**src/rtl/mem_pkg.sv**
```systemverilog
// Shared types and widths for the cache-miss arbiter in front of the main RAM.
package mem_pkg;
  localparam int unsigned MEM_ADDR_W = 26;
  localparam int unsigned MEM_LINE_W = 128;
  localparam int unsigned CNT_W      = 4;

  typedef enum logic [1:0] {IDLE, BUSY, DONE} arb_state_t;
  typedef enum logic {SRC_IC, SRC_DC} src_t;
endpackage

```
**src/rtl/rr_arbiter2.sv**
```systemverilog
// Two-input round-robin grant; the last winner loses the next tie.
module rr_arbiter2
  import mem_pkg::*;
(
  input  logic clk,
  input  logic reset,
  input  logic req_ic,
  input  logic req_dc,
  input  logic accept,
  output logic grant_valid_c,
  output src_t grant_c
);

  src_t last_q, last_d;

  always_comb begin
    grant_valid_c = req_ic | req_dc;
    grant_c       = SRC_IC;
    last_d        = last_q;
    if (req_ic && req_dc) begin
      grant_c = (last_q == SRC_IC) ? SRC_DC : SRC_IC;
    end else if (req_dc) begin
      grant_c = SRC_DC;
    end
    if (accept && grant_valid_c) begin
      last_d = grant_c;
    end
  end

  always_ff @(posedge clk or negedge reset) begin
    if (!reset) last_q <= SRC_IC;
    else        last_q <= last_d;
  end

endmodule

```
**src/rtl/mem_arbiter.sv**
```systemverilog
// Serialises icache/dcache line requests onto the RAM line port with a fixed
// access latency, then pulses the winner's ready for one cycle.
module mem_arbiter
  import mem_pkg::*;
#(
  parameter int unsigned LATENCY = 5,
  parameter int unsigned ADDR_W  = MEM_ADDR_W,
  parameter int unsigned LINE_W  = MEM_LINE_W
) (
  input  logic              clk,
  input  logic              reset,
  input  logic              ic_req,
  input  logic [ADDR_W-1:0] ic_addr,
  output logic              ic_ready,
  output logic [LINE_W-1:0] ic_data,
  input  logic              dc_req,
  input  logic              dc_we,
  input  logic [ADDR_W-1:0] dc_addr,
  input  logic [LINE_W-1:0] dc_wdata,
  output logic              dc_ready,
  output logic [LINE_W-1:0] dc_data,
  output logic [ADDR_W-1:0] data_requested,
  output logic [ADDR_W-1:0] where_to_write,
  output logic [LINE_W-1:0] data_to_write,
  output logic              write_to_mem,
  input  logic [LINE_W-1:0] data_returned
);

  localparam logic [CNT_W-1:0] CNT_LOAD = CNT_W'(LATENCY - 1);

  arb_state_t        state_q, state_d;
  logic [CNT_W-1:0]  cnt_q, cnt_d;
  src_t              owner_q, owner_d;
  logic              we_q, we_d;
  logic [ADDR_W-1:0] addr_q, addr_d;
  logic [LINE_W-1:0] wdata_q, wdata_d;
  logic [LINE_W-1:0] ic_data_q, ic_data_d;
  logic [LINE_W-1:0] dc_data_q, dc_data_d;
  logic              ic_ready_q, ic_ready_d;
  logic              dc_ready_q, dc_ready_d;
  logic              grant_valid_c;
  src_t              grant_c;
  logic              accept_c;

  assign accept_c = (state_q == IDLE) && grant_valid_c;

  rr_arbiter2 u_rr (
    .clk           (clk),
    .reset         (reset),
    .req_ic        (ic_req),
    .req_dc        (dc_req),
    .accept        (accept_c),
    .grant_valid_c (grant_valid_c),
    .grant_c       (grant_c)
  );

  always_comb begin
    state_d    = state_q;
    cnt_d      = cnt_q;
    owner_d    = owner_q;
    we_d       = we_q;
    addr_d     = addr_q;
    wdata_d    = wdata_q;
    ic_data_d  = ic_data_q;
    dc_data_d  = dc_data_q;
    ic_ready_d = 1'b0;
    dc_ready_d = 1'b0;
    unique case (state_q)
      IDLE: begin
        if (accept_c) begin
          owner_d = grant_c;
          cnt_d   = CNT_LOAD;
          state_d = BUSY;
          if (grant_c == SRC_DC) begin
            addr_d  = dc_addr;
            wdata_d = dc_wdata;
            we_d    = dc_we;
          end else begin
            addr_d  = ic_addr;
            wdata_d = '0;
            we_d    = 1'b0;
          end
        end
      end
      BUSY: begin
        if (cnt_q != '0) begin
          cnt_d = cnt_q - CNT_W'(1);
        end else begin
          // Last BUSY cycle: the write strobe is up now, or the read line is valid.
          state_d = DONE;
          if (owner_q == SRC_DC) begin
            dc_ready_d = 1'b1;
            if (!we_q) dc_data_d = data_returned;
          end else begin
            ic_ready_d = 1'b1;
            ic_data_d  = data_returned;
          end
        end
      end
      DONE:    state_d = IDLE;
      default: state_d = IDLE;
    endcase
  end

  always_ff @(posedge clk or negedge reset) begin
    if (!reset) begin
      state_q    <= IDLE;
      cnt_q      <= '0;
      owner_q    <= SRC_IC;
      we_q       <= 1'b0;
      addr_q     <= '0;
      wdata_q    <= '0;
      ic_data_q  <= '0;
      dc_data_q  <= '0;
      ic_ready_q <= 1'b0;
      dc_ready_q <= 1'b0;
    end else begin
      state_q    <= state_d;
      cnt_q      <= cnt_d;
      owner_q    <= owner_d;
      we_q       <= we_d;
      addr_q     <= addr_d;
      wdata_q    <= wdata_d;
      ic_data_q  <= ic_data_d;
      dc_data_q  <= dc_data_d;
      ic_ready_q <= ic_ready_d;
      dc_ready_q <= dc_ready_d;
    end
  end

  // The RAM is level-sensitive: the strobe must cover only the final BUSY cycle.
  assign write_to_mem   = (state_q == BUSY) && (cnt_q == '0) && we_q;
  assign data_requested = addr_q;
  assign where_to_write = addr_q;
  assign data_to_write  = wdata_q;
  assign ic_ready       = ic_ready_q;
  assign dc_ready       = dc_ready_q;
  assign ic_data        = ic_data_q;
  assign dc_data        = dc_data_q;

endmodule
```
**config.mk**
```make
export PLATFORM = sky130hd
export DESIGN_NAME = mem_arbiter
export DESIGN_NICKNAME = d
export VERILOG_FILES = /design/src/rtl/mem_pkg.sv /design/src/rtl/rr_arbiter2.sv /design/src/rtl/mem_arbiter.sv
export SDC_FILE = /design/constraint.sdc
export NUM_CORES = 1
export LEC_CHECK = 0
export CAP_MARGIN = 15
export CELL_PAD_IN_SITES_DETAIL_PLACEMENT = 2
export CELL_PAD_IN_SITES_GLOBAL_PLACEMENT = 2
export CORE_AREA = 2 2 295 297
export DETAILED_ROUTE_END_ITERATION = 7
export DIE_AREA = 0 0 297 299
export HOLD_SLACK_MARGIN = 0.12
export PLACE_DENSITY_LB_ADDON = 0.1
export SLEW_MARGIN = 20
export SYNTH_ARGS = -nofsm -noshare
export SYNTH_HDL_FRONTEND = slang
export SYNTH_SLANG_ARGS = --single-unit
```
**constraint.sdc**
```tcl
create_clock -name clk -period 3.1 [get_ports clk]
set_input_delay 0.62 -clock clk [delete_from_list [all_inputs] [get_ports clk]]
set_output_delay 0.62 -clock clk [all_outputs]
set_load 0.03 [all_outputs]
```
### After elaboration in Yosys (flattened, before gate mapping)

Cells that the tools add are included.

| cells by class | value |
|---|---|
| add/subtract/negate cells | 1 |
| equal/unequal tests | 4 |
| muxes and demuxes | 18 |
| bitwise logic cells | 4 |
| reduce and logical (&&, ||, !) cells | 14 |

Operators by type and width:

| operator | count |
|---|---|
| 128-bit 2-to-1 mux | 1 |
| 26-bit 2-to-1 mux | 1 |
| 1-bit 2-to-1 mux | 10 |
| 4-bit 2-to-1 mux | 2 |
| 4-bit one-hot mux with 2 select lines | 1 |
| 3-bit AND reduction | 2 |
| 1-bit logical AND | 5 |
| 4-bit zero test | 1 |
| 2-bit 2-to-1 mux | 2 |
| 2-bit inequality test, second input constant | 2 |
| 2-bit one-hot mux with 2 select lines | 1 |
| 2-bit AND reduction | 2 |
| 4-bit AND reduction | 1 |
| 4-bit nonzero test | 1 |
| 4-bit by 1-bit subtractor with 4-bit output, second input constant | 1 |
| 1-bit inverter | 3 |
| 2-bit by 1-bit == test with 1-bit output, second input constant | 1 |
| 2-bit zero test | 1 |
| 2-bit by 1-bit inequality test with 1-bit output, second input constant | 1 |
| 2-bit nonzero test | 1 |
| 1-bit bitwise OR | 1 |

| storage, ports and cells | value |
|---|---|
| register bits | 421 |
| input port bits | 313 |
| word-level logic and storage cells | 52 |

### Depth between registers and ports, before layout

| depth | value |
|---|---|
| word-level depth | 4 |
| mapped depth | 7 |

### Hierarchy

A second synthesis with hierarchy kept.

| second synthesis, totals | value |
|---|---|
| cells, all modules | 1290 |
| area, all modules | 16813.6 um2 |

Modules (own cells, without submodules):

| module | times used | cells each | area an instance (um2) | seq. area each (um2) |
|---|---|---|---|---|
| mem_arbiter | 1 | 1285 | 16763.6 | 10510.1 |
| rr_arbiter2 | 1 | 5 | 50.0 | 25.0 |

### Worst setup path after synthesis

OpenSTA, ideal clock, no wires.

| timing | value |
|---|---|
| kind | reg-to-reg |
| from | register cnt_q[0] |
| to | register dc_data_q[100], in the netlist dc_data[100] |
| arrival | 1.830 ns |
| data required time | 2.975 ns |
| slack | 1.145 ns |
| stages on the path, launching flop included | 8 |
| period minus slack after synthesis | 1.955 ns |
| path through | dfrtp_1 > inv_1 > ha_1 > nand2b_4 > or4_4 > buf_6 > buf_6 > mux2_4 |

| between the ends | value |
|---|---|
| cells in the longest elaborated chain, start to end | 3 |

Ends and longest elaborated chain:

| item | RTL line | source |
|---|---|---|
| from (decl) | mem_arbiter.sv:32 | `logic [CNT_W-1:0] cnt_q, cnt_d;` |
| from (signal assigned) | mem_arbiter.sv:119 | `cnt_q <= cnt_d;` |
| 4-bit nonzero test | mem_arbiter.sv:86 | `if (cnt_q != '0) begin` |
| 1-bit inverter (no source line) | n/a |  |
| 4-bit AND reduction (no source line) | n/a |  |
| to (signal assigned) | mem_arbiter.sv:125 | `dc_data_q <= dc_data_d;` |
| to (decl) | mem_arbiter.sv:38 | `logic [LINE_W-1:0] dc_data_q, dc_data_d;` |

No other way between the ends.
A chain may end at the register's enable or synchronous reset.

### Worst setup path in the final report

| timing | value |
|---|---|
| from | register cnt_q[0] |
| to | output write_to_mem |

| between the ends | value |
|---|---|
| cells in the longest elaborated chain, start to end | 3 |

Ends and longest elaborated chain:

| item | RTL line | source |
|---|---|---|
| 4-bit zero test | mem_arbiter.sv:132 | `assign write_to_mem = (state_q == BUSY) && (cnt_q == '0) && we_q;` |
| 1-bit logical AND (2 in a row) | mem_arbiter.sv:132 |  |
| to (decl) | mem_arbiter.sv:25 | `output logic write_to_mem,` |

No other way between the ends.

==> impl_metrics.ini <==
[logic_synthesis]
synth.distinct_cells = 31
yosys_warnings = 0
netlist_area_sq_mm = 0.0163
netlist_top_cells_area = dfrtp_1, mux2_2, mux2_4
yosysTopAreaCellShare = 0.646
synth_cells = 1010
avgSynthCellArea_sq_um = 16.1
mappedNetlistNets = 1324
synth-seq-cells = 420
synth_top_cell_by_area = dfrtp_1
ys_seq_area_frac = 0.646

[timing]
fmax_mhz = 346
worstMarginPinSlew_ps = 660
max-slew-margin-rel = 0.559
skew_ps = 34.6
post-route-min-period_ps = 2890
finalCritPeriodShare = 0.932
setup_viol_count_final = 0
worst_slack_ps = 212
rsz0062_at_grt = false
finalSetupTns_ps = 0
drv_slew = 0
hold_viol_final = 0

[cts]
cts_sinks = 420
htreeDepth = 2
cts_made_buffers = 54
clk_pin_slew_ps = 60
tritoncts = done
root_buffer = clkbuf_16
clock_latency_ps = 610
ctsLongestPathBuffers = 3
post_cts_buffers = 0

[routing]
vias = 11800
viasPerCell = 4.00
drt_first_pass_iters = 5
drc = 0
post_drt_wl_per_cell_microns = 23.4
drt-total-wl_microns = 69500
drt_iter0_markers = 391
ant_nets = 0

[power_and_ir_drop]
leakage_nw = 11.5
ir_worst_vdd_mv = 0.405
power_density_mw_per_mm2 = 1250

[worst_hold_path]
hold_start = dc_data[110]$_DFFE_PN0P_
hold_class = register to register
hold-path-cell-count = 1
hold_end = dc_data[110]$_DFFE_PN0P_

[setup_path]
r2r_slack_ps = 660
worstPathCellList = inv_1 -> ha_1 -> nand2b_4 -> nor3_1 -> and2_1 -> dlygate4sd2_1
required_ps = 2480
path_max_fanout = 5
r2r-end = dc_data[61]$_DFFE_PN0P_
worst_setup_path_start_kind = register
cp_slowest_cell = dlygate4sd2_1
cp-end-kind = output pin
reg2reg_from = cnt_q[0]$_DFFE_PN0P_
arrival_ps = 2270
path_class = register to output pin
reg2regPathDepth = 6
crit_path_max_incr_delay_ps = 440

[grt]
grt_pass1_vias = 14000
grt_max_degree = 109
top_usage_layer = met2
track_usage = 0.155
grtUsageMet2 = 0.272
antenna_found_initial = 12
gr-total-overflow = 0
grt_use_met1 = 0.173
grt_first_pass_wirelength_microns = 102000
gr-usage-met3 = 0.0709

[finish]
final_cell_mix = clkdlybuf4s50_1, dfrtp_1, mux2_2, a22o_1, mux2_4
multiInputGateArea_sq_mm = 0.00515
regArea_sq_mm = 0.0105
fillers = 8983
layout-drive-gt1-share = 0.215
nets = 2078
area_growth_pct = 65.1
final_common_cell = clkdlybuf4s50_1

[floorplan]
die-width_microns = 297
coreArea_sq_mm = 0.0859
initial_core_util = 0.189
die_h_microns = 299
rows = 108
io_pins = 752
dieArea_sq_mm = 0.0888

[job]
cap_violations = 0

[outcome]
status = finished, final reports clean

[place]
portBuffers = 751
dp_slack_ps = 504
place.gp.congestion = 0.762
place_hpwl_microns = 52300
-- worst max-delay path: cells and delay by family (launching register included) --
kind	cells	cell delay, ps
DFF	1	410
adders and majority gates	1	240
and+or+nand+nor	3	530
buffers and inverters	2	510
-- logic make-up (layout without fill, tap and decap cells) --
kind of cell	Yosys count	count (layout)	share of synthesized area
buf+inv	98	891	0.0381
fa+ha+maj	1	1	0.000769
simple gates	19	19	0.00862
other cells	0	4	0
compound gates	188	188	0.0884
flops	420	420	0.646
mux	284	284	0.218
-- what timing repair did --
action | CTS | global route
resized for setup | 1 | 0
hold endpoints to repair | 46 | 0
endpoints found under the setup margin | 1 | 0
hold buffers | 1 | 0
-- area by class of cell --
type,count,area share
flip-flops and latches,420,0.391
repair buffers,793,0.298
multi-input cells,492,0.192
clock buffers,79,0.0579
well taps,1155,0.0538
clock inverters,16,0.00573
inverters,3,0.000419
diodes,4,0.000373
-- flip-flops by register name (all words and copies together) (netlist names) --
signal          count
data_to_write     128
dc_data           128
ic_data           128
data_requested     26
cnt_q               4
state_q             2
dc_ready            1
ic_ready            1
owner_q             1
we_q                1
-- power breakdown --
group / internal [W] / total, W / switching (W)
Clock: 0.00362 / 0.00614 / 0.00252
Sequential: 0.00820 / 0.00985 / 0.00165
Combinational: 0.00790 / 0.0177 / 0.00977
-- cell usage after synthesis, drive strengths merged --
library cell / n
a21o: 1
buf: 79
dfrtp: 420
mux2i: 28
nand4b: 1
or4: 1
nor3: 2
a22o: 129
nand2b: 4
nor2b: 1
a21bo: 1
inv: 3
nor2: 2
and2: 2
ha: 1
nand3: 1
nor4: 2
clkbuf: 16
or2: 2
o22ai: 1
o21ai: 55
a31o: 1
nor3b: 1
mux2: 256
-- stage by stage --
stage	std cells	hold slack [ps]	power [W]	util	cell area [sq um]
floorplan	1010	324	0.0195	-	16300
global placement	2862	477	0.0277	0.292	25100
detailed placement	2862	491	0.0279	0.292	25100
CTS	2958	507	0.0343	0.312	26800
global route	2959	514	0.0355	0.312	26800
finish	2962	497	0.0337	0.312	26800
-- layer usage --
| metal | share of wire | vias to the layer above |
|---|---|---|
| met3 | 0.097 | 84 |
| met5 | 0.0010 | - |
| met1 | 0.38 | 6127 |
| met4 | 0.016 | 10 |
| met2 | 0.51 | 472 |
| li1 | - | 5143 |
-- worst max path at each step --
stage / from / to / slack, ps / cells past startpoint
2_1_floorplan: cnt_q[0]$_DFFE_PN0P_ / dc_data[100]$_DFFE_PN0P_ / 1150 / 7
3_3_place_gp: cnt_q[0]$_DFFE_PN0P_ / write_to_mem / 540 / 6
3_5_place_dp: cnt_q[0]$_DFFE_PN0P_ / write_to_mem / 500 / 6
4_1_cts: cnt_q[0]$_DFFE_PN0P_ / write_to_mem / 120 / 6
5_1_grt: cnt_q[0]$_DFFE_PN0P_ / write_to_mem / 30 / 6
6_report: cnt_q[0]$_DFFE_PN0P_ / write_to_mem / 210 / 6
Note: power is estimated with default switching activity, not from simulation.
